--- config.mk ---
export PLATFORM = sky130hd
export DESIGN_NAME = dp_feeder
export DESIGN_NICKNAME = d
export VERILOG_FILES = /design/src/rtl/dp_pkg.sv /design/src/rtl/dp_feeder_tag_pipe.sv /design/src/rtl/dp_feeder.sv
export SDC_FILE = /design/constraint.sdc
export NUM_CORES = 1
export LEC_CHECK = 0
export CORE_AREA = 5 5 229 231
export CTS_BUF_LIST = sky130_fd_sc_hd__clkbuf_16
export DETAILED_ROUTE_END_ITERATION = 8
export DIE_AREA = 0 0 234 236
export DONT_BUFFER_PORTS = 1
export PLACE_DENSITY = 0.7
export SYNTH_ARGS = -nofsm -noshare
export SYNTH_HDL_FRONTEND = slang
export SYNTH_HIERARCHICAL = 1
export SYNTH_SLANG_ARGS = --single-unit
--- constraint.sdc ---
create_clock -name clk -period 2.9 [get_ports clk]
set_input_delay 0.435 -clock clk [delete_from_list [all_inputs] [get_ports clk]]
set_output_delay 0.435 -clock clk [all_outputs]
set_load 0.05 [all_outputs]
--- src/rtl/dp_pkg.sv ---
// Shared state encoding, unit-latency derivation and lane-slice helper for dp_feeder.
package dp_pkg;

    typedef enum logic [1:0] {
        IDLE,
        FEED,
        DRAIN,
        DONE
    } dp_state_t;

    // Dot-product unit latency from operand-register load to dp_out.
    function automatic int dp_lat(input int n_mul);
        return $clog2(n_mul) + 2;
    endfunction

    // Low bit of lane `lane` in a packed operand bus of `dw`-bit lanes.
    function automatic int lane_lo(input int lane, input int dw);
        return lane * dw;
    endfunction

endpackage

--- src/rtl/dp_feeder_tag_pipe.sv ---
// Shift register of {valid,last} tags: a tag loaded on edge E is presented after edge E+DEPTH-1.
// No backpressure; all stages clear on synchronous active-low reset.
module dp_feeder_tag_pipe #(
    parameter int DEPTH = 7
) (
    input  logic clk,
    input  logic reset_n,
    input  logic in_valid,
    input  logic in_last,
    output logic out_valid,
    output logic out_last
);

    logic [DEPTH-1:0] valid_sr;
    logic [DEPTH-1:0] last_sr;

    always_ff @(posedge clk) begin
        if (!reset_n) begin
            valid_sr <= '0;
            last_sr  <= '0;
        end else begin
            valid_sr <= {valid_sr[DEPTH-2:0], in_valid};
            last_sr  <= {last_sr[DEPTH-2:0], in_last};
        end
    end

    assign out_valid = valid_sr[DEPTH-1];
    assign out_last  = last_sr[DEPTH-1];

endmodule

--- src/rtl/dp_feeder.sv ---
// Drives operand chunks into one dot-product unit and accumulates its partial sums into one result per job;
// result 3+DP_LAT edges after the last chunk, op_ready low in DRAIN/DONE, DONE held until res_ready. DP_FEEDER_SAT_EN: saturating accumulation.
module dp_feeder
    import dp_pkg::*;
#(
    parameter int N_MUL      = 4,
    parameter int DW_MUL     = 32,
    parameter int DW_ADD     = 32,
    parameter int MAX_CHUNKS = 16,
    localparam int CW        = $clog2(MAX_CHUNKS + 1)
) (
    input  logic                    clk,
    input  logic                    reset_n,
    input  logic [CW-1:0]           cfg_chunks,
    input  logic                    op_valid,
    output logic                    op_ready,
    input  logic [DW_MUL*N_MUL-1:0] op_a,
    input  logic [DW_MUL*N_MUL-1:0] op_b,
    output logic                    dp_enable,
    output logic [1:0]              dp_in_valid,
    output logic [DW_MUL*N_MUL-1:0] dp_in_a,
    output logic [DW_MUL*N_MUL-1:0] dp_in_b,
    input  logic [DW_ADD-1:0]       dp_out,
    output logic                    res_valid,
    input  logic                    res_ready,
    output logic [DW_ADD-1:0]       res_data
);

    localparam int DP_LAT    = dp_lat(N_MUL);
    localparam int TAG_DEPTH = DP_LAT + 3;
    localparam int OPW       = DW_MUL * N_MUL;

    dp_state_t         state, state_nxt;
    logic [CW-1:0]     remaining;
    logic [CW-1:0]     job_chunks;
    logic              can_accept;
    logic              accept;
    logic              tag_in_last;
    logic              tag_valid;
    logic              tag_last;
    logic [OPW-1:0]    hold_a, hold_b;
    logic [DW_ADD-1:0] acc, acc_sum;

    assign can_accept  = reset_n && (state == IDLE || state == FEED);
    assign op_ready    = can_accept;
    assign accept      = op_valid && can_accept;
    assign dp_enable   = reset_n;
    assign res_valid   = reset_n && (state == DONE);
    assign job_chunks  = (cfg_chunks == '0) ? CW'(1) : cfg_chunks;
    // In IDLE the job length comes from cfg; afterwards from the running count.
    assign tag_in_last = (state == IDLE) ? (job_chunks == CW'(1)) : (remaining == CW'(1));

    always_ff @(posedge clk) begin
        if (!reset_n) state <= IDLE;
        else          state <= state_nxt;
    end

    always_comb begin
        state_nxt = state;
        case (state)
            IDLE:    if (accept) state_nxt = tag_in_last ? DRAIN : FEED;
            FEED:    if (accept && tag_in_last) state_nxt = DRAIN;
            DRAIN:   if (tag_valid && tag_last) state_nxt = DONE;
            DONE:    if (res_ready) state_nxt = IDLE;
            default: state_nxt = IDLE;
        endcase
    end

`ifdef DP_FEEDER_SAT_EN
    logic [DW_ADD:0] wide_sum;

    always_comb begin
        wide_sum = {acc[DW_ADD-1], acc} + {dp_out[DW_ADD-1], dp_out};
        acc_sum  = wide_sum[DW_ADD-1:0];
        // Sign bits disagree only on overflow; clamp toward the true sign.
        if (wide_sum[DW_ADD] != wide_sum[DW_ADD-1])
            acc_sum = wide_sum[DW_ADD] ? {1'b1, {(DW_ADD-1){1'b0}}} : {1'b0, {(DW_ADD-1){1'b1}}};
    end
`else
    assign acc_sum = acc + dp_out;
`endif

    always_ff @(posedge clk) begin
        if (!reset_n) begin
            remaining   <= '0;
            acc         <= '0;
            res_data    <= '0;
            dp_in_valid <= 2'b00;
            hold_a      <= '0;
            hold_b      <= '0;
            dp_in_a     <= '0;
            dp_in_b     <= '0;
        end else begin
            dp_in_valid <= accept ? 2'b11 : 2'b00;
            if (accept) begin
                hold_a    <= op_a;
                hold_b    <= op_b;
                remaining <= (state == IDLE) ? job_chunks - CW'(1) : remaining - CW'(1);
            end
            // Data follows its valid strobe by one cycle.
            if (dp_in_valid[1]) dp_in_a <= hold_a;
            if (dp_in_valid[0]) dp_in_b <= hold_b;
            if (accept && state == IDLE) acc <= '0;
            else if (tag_valid)          acc <= acc_sum;
            if (tag_valid && tag_last) res_data <= acc_sum;
        end
    end

    dp_feeder_tag_pipe #(
        .DEPTH (TAG_DEPTH)
    ) u_tag_pipe (
        .clk       (clk),
        .reset_n   (reset_n),
        .in_valid  (accept),
        .in_last   (accept && tag_in_last),
        .out_valid (tag_valid),
        .out_last  (tag_last)
    );

endmodule

# Yosys cells after proc, flatten, opt, wreduce, memory -nomap -nowiden
# Index checks and enable logic that the tools add are counted.
# classes
n_addsub	3
multipliers	0
div	0
n_lt_le_gt_ge	0
n_eq_ne	9
shift	0
muxes	10
n_bitwise	1
n_reduce_logical	11
# ops
operator	n
32-bit adder	1
2-bit 2-to-1 mux	6
5-bit by 1-bit equality test with 1-bit output (second input constant)	2
5-bit 2-to-1 mux	2
5-bit by 1-bit subtractor with 5-bit output (second input constant)	2
2-bit one-hot mux with 4 select lines	1
1-bit logical AND	6
2-bit inequality test (second input constant)	3
5-bit logical NOT	1
2-bit equality test (second input constant)	2
4-bit AND reduction	1
2-bit by 1-bit equality test with 1-bit output (second input constant)	1
2-bit logical NOT	1
2-bit by 1-bit inequality test with 1-bit output (second input constant)	1
2-bit OR reduction	1
1-bit logical OR	1
1-bit 2-to-1 mux	1
1-bit inverter	1
# word_totals
ff_bits	599
latch_bits	0
mem_bits_rw	0
rom_bits	0
in_bits	297
out_inout_bits	293
wordCells	45
memories	0

# Logic depth before layout (Yosys ltp)
# Gate-level depths: netlist of the first run.
# logic_depth
word_depth	7
mapped_depth	11
ltp_nobuf	10

# Modules after synthesis
# Netlist of the first run, hierarchy kept.
# by_module_without_submodules
module	n_inst	cells_per_inst	area_per_inst_um2	seq_area_each_um2
dp_feeder	1	2483	22726.8	11691.2
dp_feeder_tag_pipe	1	29	391.6	280.3

# Least setup slack after synthesis of the first run
# OpenSTA, ideal clock, no wires.
# synth_path
path_type	in2reg
startpoint	input dp_out[0]
endpoint	register acc[26]
setup_ps	123
arrival_ps	2359
required_ps	2777
setup_slack_ps	418
cell_stages	9
n_path_buf	0
cell_sequence	ha_1 -> fa_1 -> a21o_1 -> a221o_2 -> nand4_1 -> a31oi_1 -> a21boi_0 -> xor2_1 -> o21ai_0
# synth_between
elab_chain_cells	1
# synth_lines
item	line	rtl
start: declaration	dp_feeder.sv:23	input logic [DW_ADD-1:0] dp_out,
32-bit adder	dp_feeder.sv:80	assign acc_sum = acc + dp_out;
end signal: assignment	dp_feeder.sv:104	else if (tag_valid) acc <= acc_sum;
end: declaration	dp_feeder.sv:42	logic [DW_ADD-1:0] acc, acc_sum;
# Every way passes these cells.
# A chain may end at the register's enable or synchronous reset.

# Worst setup path after layout of the first run
# layout_path
startpoint	register state[0]
endpoint	register hold_a[118]
# layout_between
elab_chain_cells	4
elab_cells_between_ends	5
classes_between	1 x eq/ne; 4 x reduce/logical
# layout_lines
item	line	rtl
start: declaration	dp_feeder.sv:33	dp_state_t state, state_nxt;
start signal: assignment	dp_feeder.sv:55	else state <= state_nxt;
2-bit by 1-bit equality test with 1-bit output / 2-bit logical NOT (equally long branches)	dp_feeder.sv:44	assign can_accept = reset_n && (state == IDLE || state == FEED);
1-bit logical OR *	dp_feeder.sv:44	
1-bit logical AND *	dp_feeder.sv:44	
1-bit logical AND *	dp_feeder.sv:46	assign accept = op_valid && can_accept;
end signal: assignment	dp_feeder.sv:96	hold_a <= op_a;
end: declaration	dp_feeder.sv:41	logic [OPW-1:0] hold_a, hold_b;
# Mark *: on every way between the ends. The rest lies on a longest branch, timed or not.

==> results of run 1 <==
## power by group
part / total (mW) / switching, mW / leakage, nW / internal (mW)
Clock: 7.40 / 3.22 / 0.922 / 4.18
Combinational: 3.12 / 1.70 / 4.70 / 1.42
Sequential: 10.9 / 1.66 / 4.88 / 9.24
## sequential cells by signal, indices dropped and copies added (netlist names)
register / count
dp_in_a: 128
remaining: 5
acc: 32
hold_a: 128
u_tag_pipe/last_sr: 7
u_tag_pipe/valid_sr: 7
dp_in_valid: 1
state: 2
hold_b: 128
dp_in_b: 128
res_data: 32
## stage by stage
step,instances,area [sq um],setup slack [ps]
6_report,3427,28300,271
5_1_grt,3426,28300,101
4_1_cts,3419,28200,130
3_5_place_dp,3043,23600,182
3_3_place_gp,3043,23600,228
2_1_floorplan,2512,23100,418
## per-layer routing
layer  wire [um]  share of wire  GRT usage
met3        7230           0.10     0.0842
met5          15        0.00022          0
met4        4250          0.061      0.128
met1       25500           0.37      0.265
met2       32600           0.47      0.388
## kinds of logic (layout without fill, tap and decap cells)
logic type,count (synthesis),count (layout),synth area share
buffers and inverters,184,420,0.0319
adder cells (fa/ha/maj),41,41,0.0225
multiplexers,268,268,0.116
flip-flops,598,598,0.518
other,0,7,0
AND/OR/NAND/NOR,964,964,0.195
AO/OA/AOI/OAI,430,430,0.107
XOR/XNOR,27,27,0.0102
## Yosys cell counts, drive strengths merged, types with 2 or more instances
cell type	number	area (sq um)
and2	32	213
a211oi	2	15.0
a22oi	2	15.0
or3	3	18.8
nand3	12	60.1
buf	53	246
inv	14	52.6
o21a	4	30.0
a31oi	3	18.8
and4	3	26.3
o31ai	6	55.1
nand2b	2	12.5
a21boi	20	150
xor2	13	114
a2111oi	2	36.3
ha	40	500
nand3b	3	22.5
mux2i	268	2680
nand2	585	2200
and3	9	56.3
a22o	13	114
dfxtp	598	12000
and3b	3	26.3
nor4	3	18.8
o211a	3	30.0
a21oi	40	204
a221oi	2	23.8
nor2	34	128
a221o	3	31.3
nor2b	260	1630
xnor2	14	123
o211ai	5	42.5
a21o	14	105
o21ai	301	1510
clkbuf	116	435
nor3	6	30.0
nand4	8	65.1
o21bai	3	22.5
## worst max-delay path, cell delays in order, from the launching register on
cell                            delay [ps]
sky130_fd_sc_hd__dfxtp_1               390
sky130_fd_sc_hd__inv_1                 110
sky130_fd_sc_hd__ha_1                  230
sky130_fd_sc_hd__o21a_1                210
sky130_fd_sc_hd__nand2_2               270
sky130_fd_sc_hd__bufinv_16             290
sky130_fd_sc_hd__buf_4                 240
sky130_fd_sc_hd__nand2_1                80
sky130_fd_sc_hd__o21ai_0                90
sky130_fd_sc_hd__dlygate4sd3_1         580
## layout make-up
type	instances	area, sq um
clock buffers	58	1450
repair inverters	1	8.76
clock inverters	44	404
flip-flops and latches	598	12000
fillers	4015	21600
diodes	7	17.5
well taps	672	841
repair buffers	302	3090
inverters	15	82.6
multi-input cells	1730	10400
## cells in the final DEF (no fill, tap or decap), types with 20 or more instances in the layout
cell type                       Yosys  layout
sky130_fd_sc_hd__a21oi_1           39      39
sky130_fd_sc_hd__and2_1            22      22
sky130_fd_sc_hd__clkbuf_16          0      58
sky130_fd_sc_hd__dfxtp_1          598     597
sky130_fd_sc_hd__dlygate4sd3_1      0     273
sky130_fd_sc_hd__ha_1              40      40
sky130_fd_sc_hd__inv_1             13      20
sky130_fd_sc_hd__mux2i_1          268     268
sky130_fd_sc_hd__nand2_1          585     584
sky130_fd_sc_hd__nor2_1            34      34
sky130_fd_sc_hd__nor2b_1          260     260
sky130_fd_sc_hd__o21ai_0          297     297
## final timing paths
path                                from                endpoint  slack (ps)  depth (start not counted)
setup / recovery                state[0]             hold_a[118]         270                          9
hold / removal                 op_a[100]             hold_a[100]          50                          2
hold reg to reg   u_tag_pipe/valid_sr[0]  u_tag_pipe/valid_sr[1]         430                          1
setup reg to reg                state[0]             hold_a[118]         270                          9
## repair_timing
action                                 in CTS  in global routing
endpoints found under the hold margin     311                  0
setup endpoints to repair                   0                  8
buffers inserted                            0                  0
gates resized for setup                     0                  3
hold buffers                              274                  0
==> results_tabular.tex, run 1 <==
\begin{tabular}{lr}
\hline
Metric & Value \\
\hline
\multicolumn{2}{l}{\textbf{Yosys}} \\
\quad EDFF count, synth & 0 \\
\quad Yosys warning total & 6 \\
\quad Proportion of synthesized flip-flops having asynchronous set or reset & 0 \\
\quad Most instantiated flip-flop cell in the synthesis netlist & sky130\_fd\_sc\_hd\_\_dfxtp\_1 \\
\quad Avg Synthesized Cell Area & 9.20 sq um \\
\quad Cell count after synthesis & around 2,500 \\
\quad Number of synthesized register bits & about 600 \\
\quad Net count of the mapped netlist & 2,850 \\
\quad Number of library cell types mapped by synthesis & 62 \\
\quad Part of the Yosys area used for sequential elements & 0.518 \\
\quad Cell Area, Synth & 0.0231 sq mm \\
\multicolumn{2}{l}{\textbf{Floorplan}} \\
\quad Standard-cell rows & 82 \\
\quad Starting Density & 0.464 \\
\quad Horiz. Die Dim & roughly 230 um \\
\quad Die Y-Extent & 236 um \\
\quad Core region area & approximately 0.050 sq mm \\
\quad Number of I/O pins & 590 \\
\quad Die Outline Area & about 0.055 sq mm \\
\multicolumn{2}{l}{\textbf{Timing}} \\
\quad Setup repair after global routing missed its margin & false \\
\quad Hold Vio Cnt, Final & 0 \\
\quad Worst Hold Margin & 52.2 ps \\
\quad Number of max-slew violations in the final report & 148 \\
\quad Max-slew headroom at the worst pin & -0.185 \\
\quad Share of the clock period used by the worst path after layout & 0.907 \\
\quad Maximum clock frequency & 0.380 GHz \\
\quad Final setup viols & 0 \\
\quad Minimum clock period after layout & 2630 ps \\
\quad Setup\_tns & 0 ps \\
\quad Post-route clock skew & 18.4 ps \\
\quad Transition time at the pin with the least slew margin & 1780 ps \\
\multicolumn{2}{l}{\textbf{Drt}} \\
\quad DR iter-0 viols & 1,227 \\
\quad Number of nets with antenna violations after detailed routing & 0 \\
\quad Via density & approximately 5.4 \\
\quad Post-detailed-routing wire length & 69,700 um \\
\quad Post-detailed-route wirelength per cell & 20.3 um \\
\quad Post-route DRC violation count & 0 \\
\quad Vias & 18,600 \\
\quad Number of optimization iterations in the first detailed-route pass & 7 \\
\multicolumn{2}{l}{\textbf{Layout}} \\
\quad Layout area overhead & 22.3\% \\
\quad Total number of nets in the final design & just over 3,000 \\
\quad Share of cells above drive strength 1 & 0.0480 \\
\quad Final core occ & 0.567 \\
\multicolumn{2}{l}{\textbf{Critical path}} \\
\quad Type of the worst setup path & flop to flop \\
\quad Biggest fanout along the worst timing path & 40 \\
\quad Data required time at the worst endpoint & 3390 ps \\
\quad Crit path DAT & 3120 ps \\
\quad Type of origin of the critical path & flop \\
\quad Endpoint kind of the worst setup timing path & flop \\
\multicolumn{2}{l}{\textbf{Power and ir drop}} \\
\quad Static power due to leakage & 10.5 nW \\
\quad Worst voltage drop across the vdd grid & 0.682 mV \\
\quad Power density of the placed cells & 757 mW/mm\^{}2 \\
\quad Total power draw & 21.4 mW \\
\multicolumn{2}{l}{\textbf{Place}} \\
\quad Routability congestion estimate & 0.975 \\
\quad Post-detailed-placement half-perimeter wirelength & about 44,000 um \\
\quad Number of input and output port buffers inserted & 0 \\
\multicolumn{2}{l}{\textbf{CTS}} \\
\quad Clock latency on the worst-skew pair & approximately 600 ps \\
\quad Level count of the clock H-tree & 2 \\
\quad TritonCTS clock tree & yes \\
\quad Clock Root Buffer & sky130\_fd\_sc\_hd\_\_clkbuf\_16 \\
\quad Clock Tree Buf Depth & 3 \\
\quad Clock slew seen by the registers of the worst setup and hold paths & 70 ps \\
\quad Number of buffers inserted during clock tree synthesis & 58 \\
\quad Num Clock Sinks & $\sim$600 \\
\multicolumn{2}{l}{\textbf{GRT}} \\
\quad Number of antenna violations at the first check in global routing & 9 \\
\quad Wire length of the first global-routing pass & 105,000 um \\
\quad Vias in the first global route & 18,700 \\
\quad Overall Global Routing Usage & 0.236 \\
\quad Residual overflow from global routing & 0 \\
\quad Maximum number of pins on one net before global-route repair & roughly 470 \\
\multicolumn{2}{l}{\textbf{Flow run}} \\
\quad Maximum Capacitance Violations & 0 \\
\multicolumn{2}{l}{\textbf{Status}} \\
\quad Violations in the final reports & max-slew violations \\
\quad Outcome & complete, but fails checks \\
\multicolumn{2}{l}{\textbf{Hold path}} \\
\quad Worst hold path type & input pin to flop \\
\hline
\end{tabular}
Power figures use the tool's default switching activity.
==> inputs of run 2 (changes only) <==
CORE_AREA = unset   (was 5 5 229 231)
CORE_MARGIN = 5   (was unset)
CORE_UTILIZATION = 40   (was unset)
DIE_AREA = unset   (was 0 0 234 236)
PLACE_DENSITY = 0.63   (was 0.7)
==> results_tabular.tex, run 2 (same netlist as run 1, synthesis figures left out) <==
\begin{tabular}{lr}
\hline
Metric & Value \\
\hline
\multicolumn{2}{l}{\textbf{Critical path}} \\
\quad Reg-to-reg setup timing slack & 270 ps (about the same) \\
\quad FF-to-FF path depth & 9 (unchanged) \\
\quad Type of origin of the critical path & flop (unchanged) \\
\quad Data required time at the worst endpoint & 3360 ps (was 3390 ps) \\
\quad Cell at the slowest stage of the critical path & sky130\_fd\_sc\_hd\_\_fa\_1 (was sky130\_fd\_sc\_hd\_\_dlygate4sd3\_1) \\
\quad Worst reg2reg path endpoint & acc[26] (was hold\_a[118]) \\
\quad Reg-to-reg critical path startpoint & acc[0] (was state[0]) \\
\quad Delay contributed by the slowest stage of the critical path & 440 ps (was 580 ps) \\
\quad Endpoint kind of the worst setup timing path & flop (unchanged) \\
\quad Type of the worst setup path & flop to flop (unchanged) \\
\quad Crit path DAT & 3090 ps (was 3120 ps) \\
\quad WP buf/inv & 0 (was 4) \\
\quad Critical Path, Cell by Cell & ha\_1 -> fa\_1 -> a21o\_1 -> a221o\_2 -> nand4\_1 -> a31oi\_1 -> a21boi\_0 -> xor2\_1 -> o21ai\_0 (was inv\_1 -> ha\_1 -> o21a\_1 -> nand2\_2 -> bufinv\_16 -> buf\_4 -> nand2\_1 -> o21ai\_0 -> dlygate4sd3\_1) \\
\quad Biggest fanout along the worst timing path & 3 (was 40) \\
\quad Family of cells with the greatest summed delay on the critical path & compound AO/OA/AOI/OAI gates (was buffers and inverters) \\
\multicolumn{2}{l}{\textbf{CTS}} \\
\quad Level count of the clock H-tree & 3 (was 2) \\
\quad Num Clock Sinks & 598 (unchanged) \\
\quad Post-cts sizing count & 0 (unchanged) \\
\quad Clock Tree Buf Depth & 3 (unchanged) \\
\quad Number of buffers inserted during clock tree synthesis & 66 (was 58) \\
\quad TritonCTS clock tree & yes (unchanged) \\
\quad Number of setup buffers added after CTS & 0 (unchanged) \\
\quad Clock slew seen by the registers of the worst setup and hold paths & 60 ps (was 70 ps) \\
\quad Total of hold buffers inserted after clock tree synthesis & 253 (was 274) \\
\quad Clock latency on the worst-skew pair & 610 ps (was 600 ps) \\
\quad Clock Root Buffer & sky130\_fd\_sc\_hd\_\_clkbuf\_16 (unchanged) \\
\multicolumn{2}{l}{\textbf{Power and ir drop}} \\
\quad Total power draw & 21.8 mW (was 21.4 mW) \\
\quad Worst voltage drop across the vdd grid & 0.516 mV (was 0.682 mV) \\
\quad Power density of the placed cells & 769 mW/mm\^{}2 (was 757 mW/mm\^{}2) \\
\quad Static power due to leakage & 10.5 nW (about the same) \\
\multicolumn{2}{l}{\textbf{Hold path}} \\
\quad Number of cells traversed by the worst hold path & 2 (unchanged) \\
\quad Launch point of the worst hold path & op\_b[38] (was op\_a[100]) \\
\quad Endpoint with the worst hold slack & hold\_b[38] (was hold\_a[100]) \\
\quad Worst hold path type & input pin to flop (unchanged) \\
\multicolumn{2}{l}{\textbf{Drt}} \\
\quad Via density & 5.08 (was 5.43) \\
\quad Number of optimization iterations in the first detailed-route pass & 8 (was 7) \\
\quad DR iter-0 viols & 1,070 (was 1,227) \\
\quad Post-detailed-routing wire length & 66,000 um (was 69,700 um) \\
\quad Vias & 17,800 (was 18,600) \\
\quad Post-detailed-route wirelength per cell & 18.8 um (was 20.3 um) \\
\quad Number of nets with antenna violations after detailed routing & 0 (unchanged) \\
\quad Post-route DRC violation count & 0 (unchanged) \\
\multicolumn{2}{l}{\textbf{Floorplan}} \\
\quad Core region area & 0.0575 sq mm (was 0.0499 sq mm) \\
\quad Starting Density & 0.402 (was 0.464) \\
\quad Horiz. Die Dim & 250 um (was 234 um) \\
\quad Standard-cell rows & 88 (was 82) \\
\quad Number of I/O pins & 590 (unchanged) \\
\quad Die Y-Extent & 250 um (was 236 um) \\
\quad Die Outline Area & 0.0627 sq mm (was 0.0552 sq mm) \\
\multicolumn{2}{l}{\textbf{GRT}} \\
\quad Number of antenna violations at the first check in global routing & 11 (was 9) \\
\quad Overall Global Routing Usage & 0.199 (was 0.236) \\
\quad Residual overflow from global routing & 0 (unchanged) \\
\quad Vias in the first global route & 18,000 (was 18,700) \\
\quad Wire length of the first global-routing pass & 101,000 um (was 105,000 um) \\
\quad Maximum number of pins on one net before global-route repair & 551 (was 474) \\
\multicolumn{2}{l}{\textbf{Layout}} \\
\quad Most frequent standard cell in the layout excluding fill and tap cells & sky130\_fd\_sc\_hd\_\_dfxtp\_1 (unchanged) \\
\quad Final Instance Area & 0.0283 sq mm (about the same) \\
\quad Most used cells in the layout excluding fill and tap cells & sky130\_fd\_sc\_hd\_\_dfxtp\_1 (597), sky130\_fd\_sc\_hd\_\_nand2\_1 (585), sky130\_fd\_sc\_hd\_\_o21ai\_0 (297) (was sky130\_fd\_sc\_hd\_\_dfxtp\_1 (597), sky130\_fd\_sc\_hd\_\_nand2\_1 (584), sky130\_fd\_sc\_hd\_\_o21ai\_0 (297)) \\
\quad Share of cells above drive strength 1 & 0.0482 (was 0.0480) \\
\quad FILL cells & 5,172 (was 4,015) \\
\quad Total number of nets in the final design & 3,026 (was 3,044) \\
\quad Layout area overhead & 22.5\% (was 22.3\%) \\
\multicolumn{2}{l}{\textbf{Timing}} \\
\quad Hold Vio Cnt, Final & 0 (unchanged) \\
\quad Transition time at the pin with the least slew margin & 1280 ps (was 1780 ps) \\
\quad Setup repair after global routing missed its margin & false (unchanged) \\
\quad Max-slew headroom at the worst pin & 0.148 (was -0.185) \\
\quad Final setup viols & 0 (unchanged) \\
\quad Minimum clock period after layout & 2630 ps (about the same) \\
\quad Final setup slack of the worst path & 273 ps (was 271 ps) \\
\quad Number of max-slew violations in the final report & 0 (was 148) \\
\quad Post-route clock skew & 34.3 ps (was 18.4 ps) \\
\quad Maximum clock frequency & 0.381 GHz (was 0.380 GHz) \\
\quad Share of the clock period used by the worst path after layout & 0.906 (was 0.907) \\
\quad Setup\_tns & 0 ps (unchanged) \\
\multicolumn{2}{l}{\textbf{Place}} \\
\quad Post-detailed-placement half-perimeter wirelength & 45,300 um (was 44,200 um) \\
\quad Number of input and output port buffers inserted & 0 (unchanged) \\
\quad Setup slack at placement & 159 ps (was 182 ps) \\
\quad Dpl cell area & 0.0237 sq mm (was 0.0236 sq mm) \\
\quad Routability congestion estimate & 0.907 (was 0.975) \\
\multicolumn{2}{l}{\textbf{Flow run}} \\
\quad Maximum Capacitance Violations & 0 (unchanged) \\
\multicolumn{2}{l}{\textbf{Status}} \\
\quad Outcome & complete, no violations (was complete, but fails checks) \\
\hline
\end{tabular}
[run 2: cell count changes in the layout (fill, tap and decap cells not counted), sizes merged]
cell,change
buf,-6
bufinv,-3
clkbuf,+9
clkinv,-1
clkinvlp,-1
diode,-1
dlygate4sd3,-19
inv,+9
[run 2: area by class of cell]
type,instances,area [sq um],area share
diodes,6,15.0,0.000530
clock buffers,67,1680,0.0592
clock inverters,49,409,0.0144
inverters,15,63.8,0.00225
multi-input cells,1730,10400,0.368
flip-flops and latches,598,12000,0.423
well taps,765,957,0.0338
repair buffers,277,2820,0.0994
[run 2: through the flow]
| step | util | cells | hold slack [ps] |
|---|---|---|---|
| floorplan | - | 2512 | 412 |
| global placement | 0.412 | 3131 | 415 |
| detailed placement | 0.412 | 3131 | 421 |
| CTS | 0.492 | 3500 | 0.0843 |
| global route | 0.493 | 3505 | 22.4 |
| finish | 0.493 | 3507 | 37.3 |
[run 2: power by group]
group          switching, mW  internal [mW]
Combinational           1.60           1.32
Clock                   3.43           4.61
Sequential              1.59           9.24
[run 2: worst register-to-register path, cell delays in order, from the launching register on]
cell	delay, ps
sky130_fd_sc_hd__dfxtp_1	310
sky130_fd_sc_hd__ha_1	220
sky130_fd_sc_hd__fa_1	440
sky130_fd_sc_hd__a21o_1	220
sky130_fd_sc_hd__a221o_2	380
sky130_fd_sc_hd__nand4_1	160
sky130_fd_sc_hd__a31oi_1	200
sky130_fd_sc_hd__a21boi_0	270
sky130_fd_sc_hd__xor2_1	190
sky130_fd_sc_hd__o21ai_0	110
[run 2: how the worst max path moves through the flow]
stage	slack, ps	endpoint	cells after the start	startpoint
after floorplan	420	acc[26]	9	dp_out[0]
after global placement	200	acc[26]	9	dp_out[0]
after detailed placement	160	acc[26]	9	dp_out[0]
final	270	acc[26]	9	acc[0]
after CTS	280	acc[26]	9	acc[0]
after global routing	150	acc[26]	9	acc[0]
[run 2: routing by layer]
layer	routed length, um	track usage
met1	26300	0.235
met2	31000	0.326
met3	6150	0.0748
met4	2490	0.0828
met5	65	0
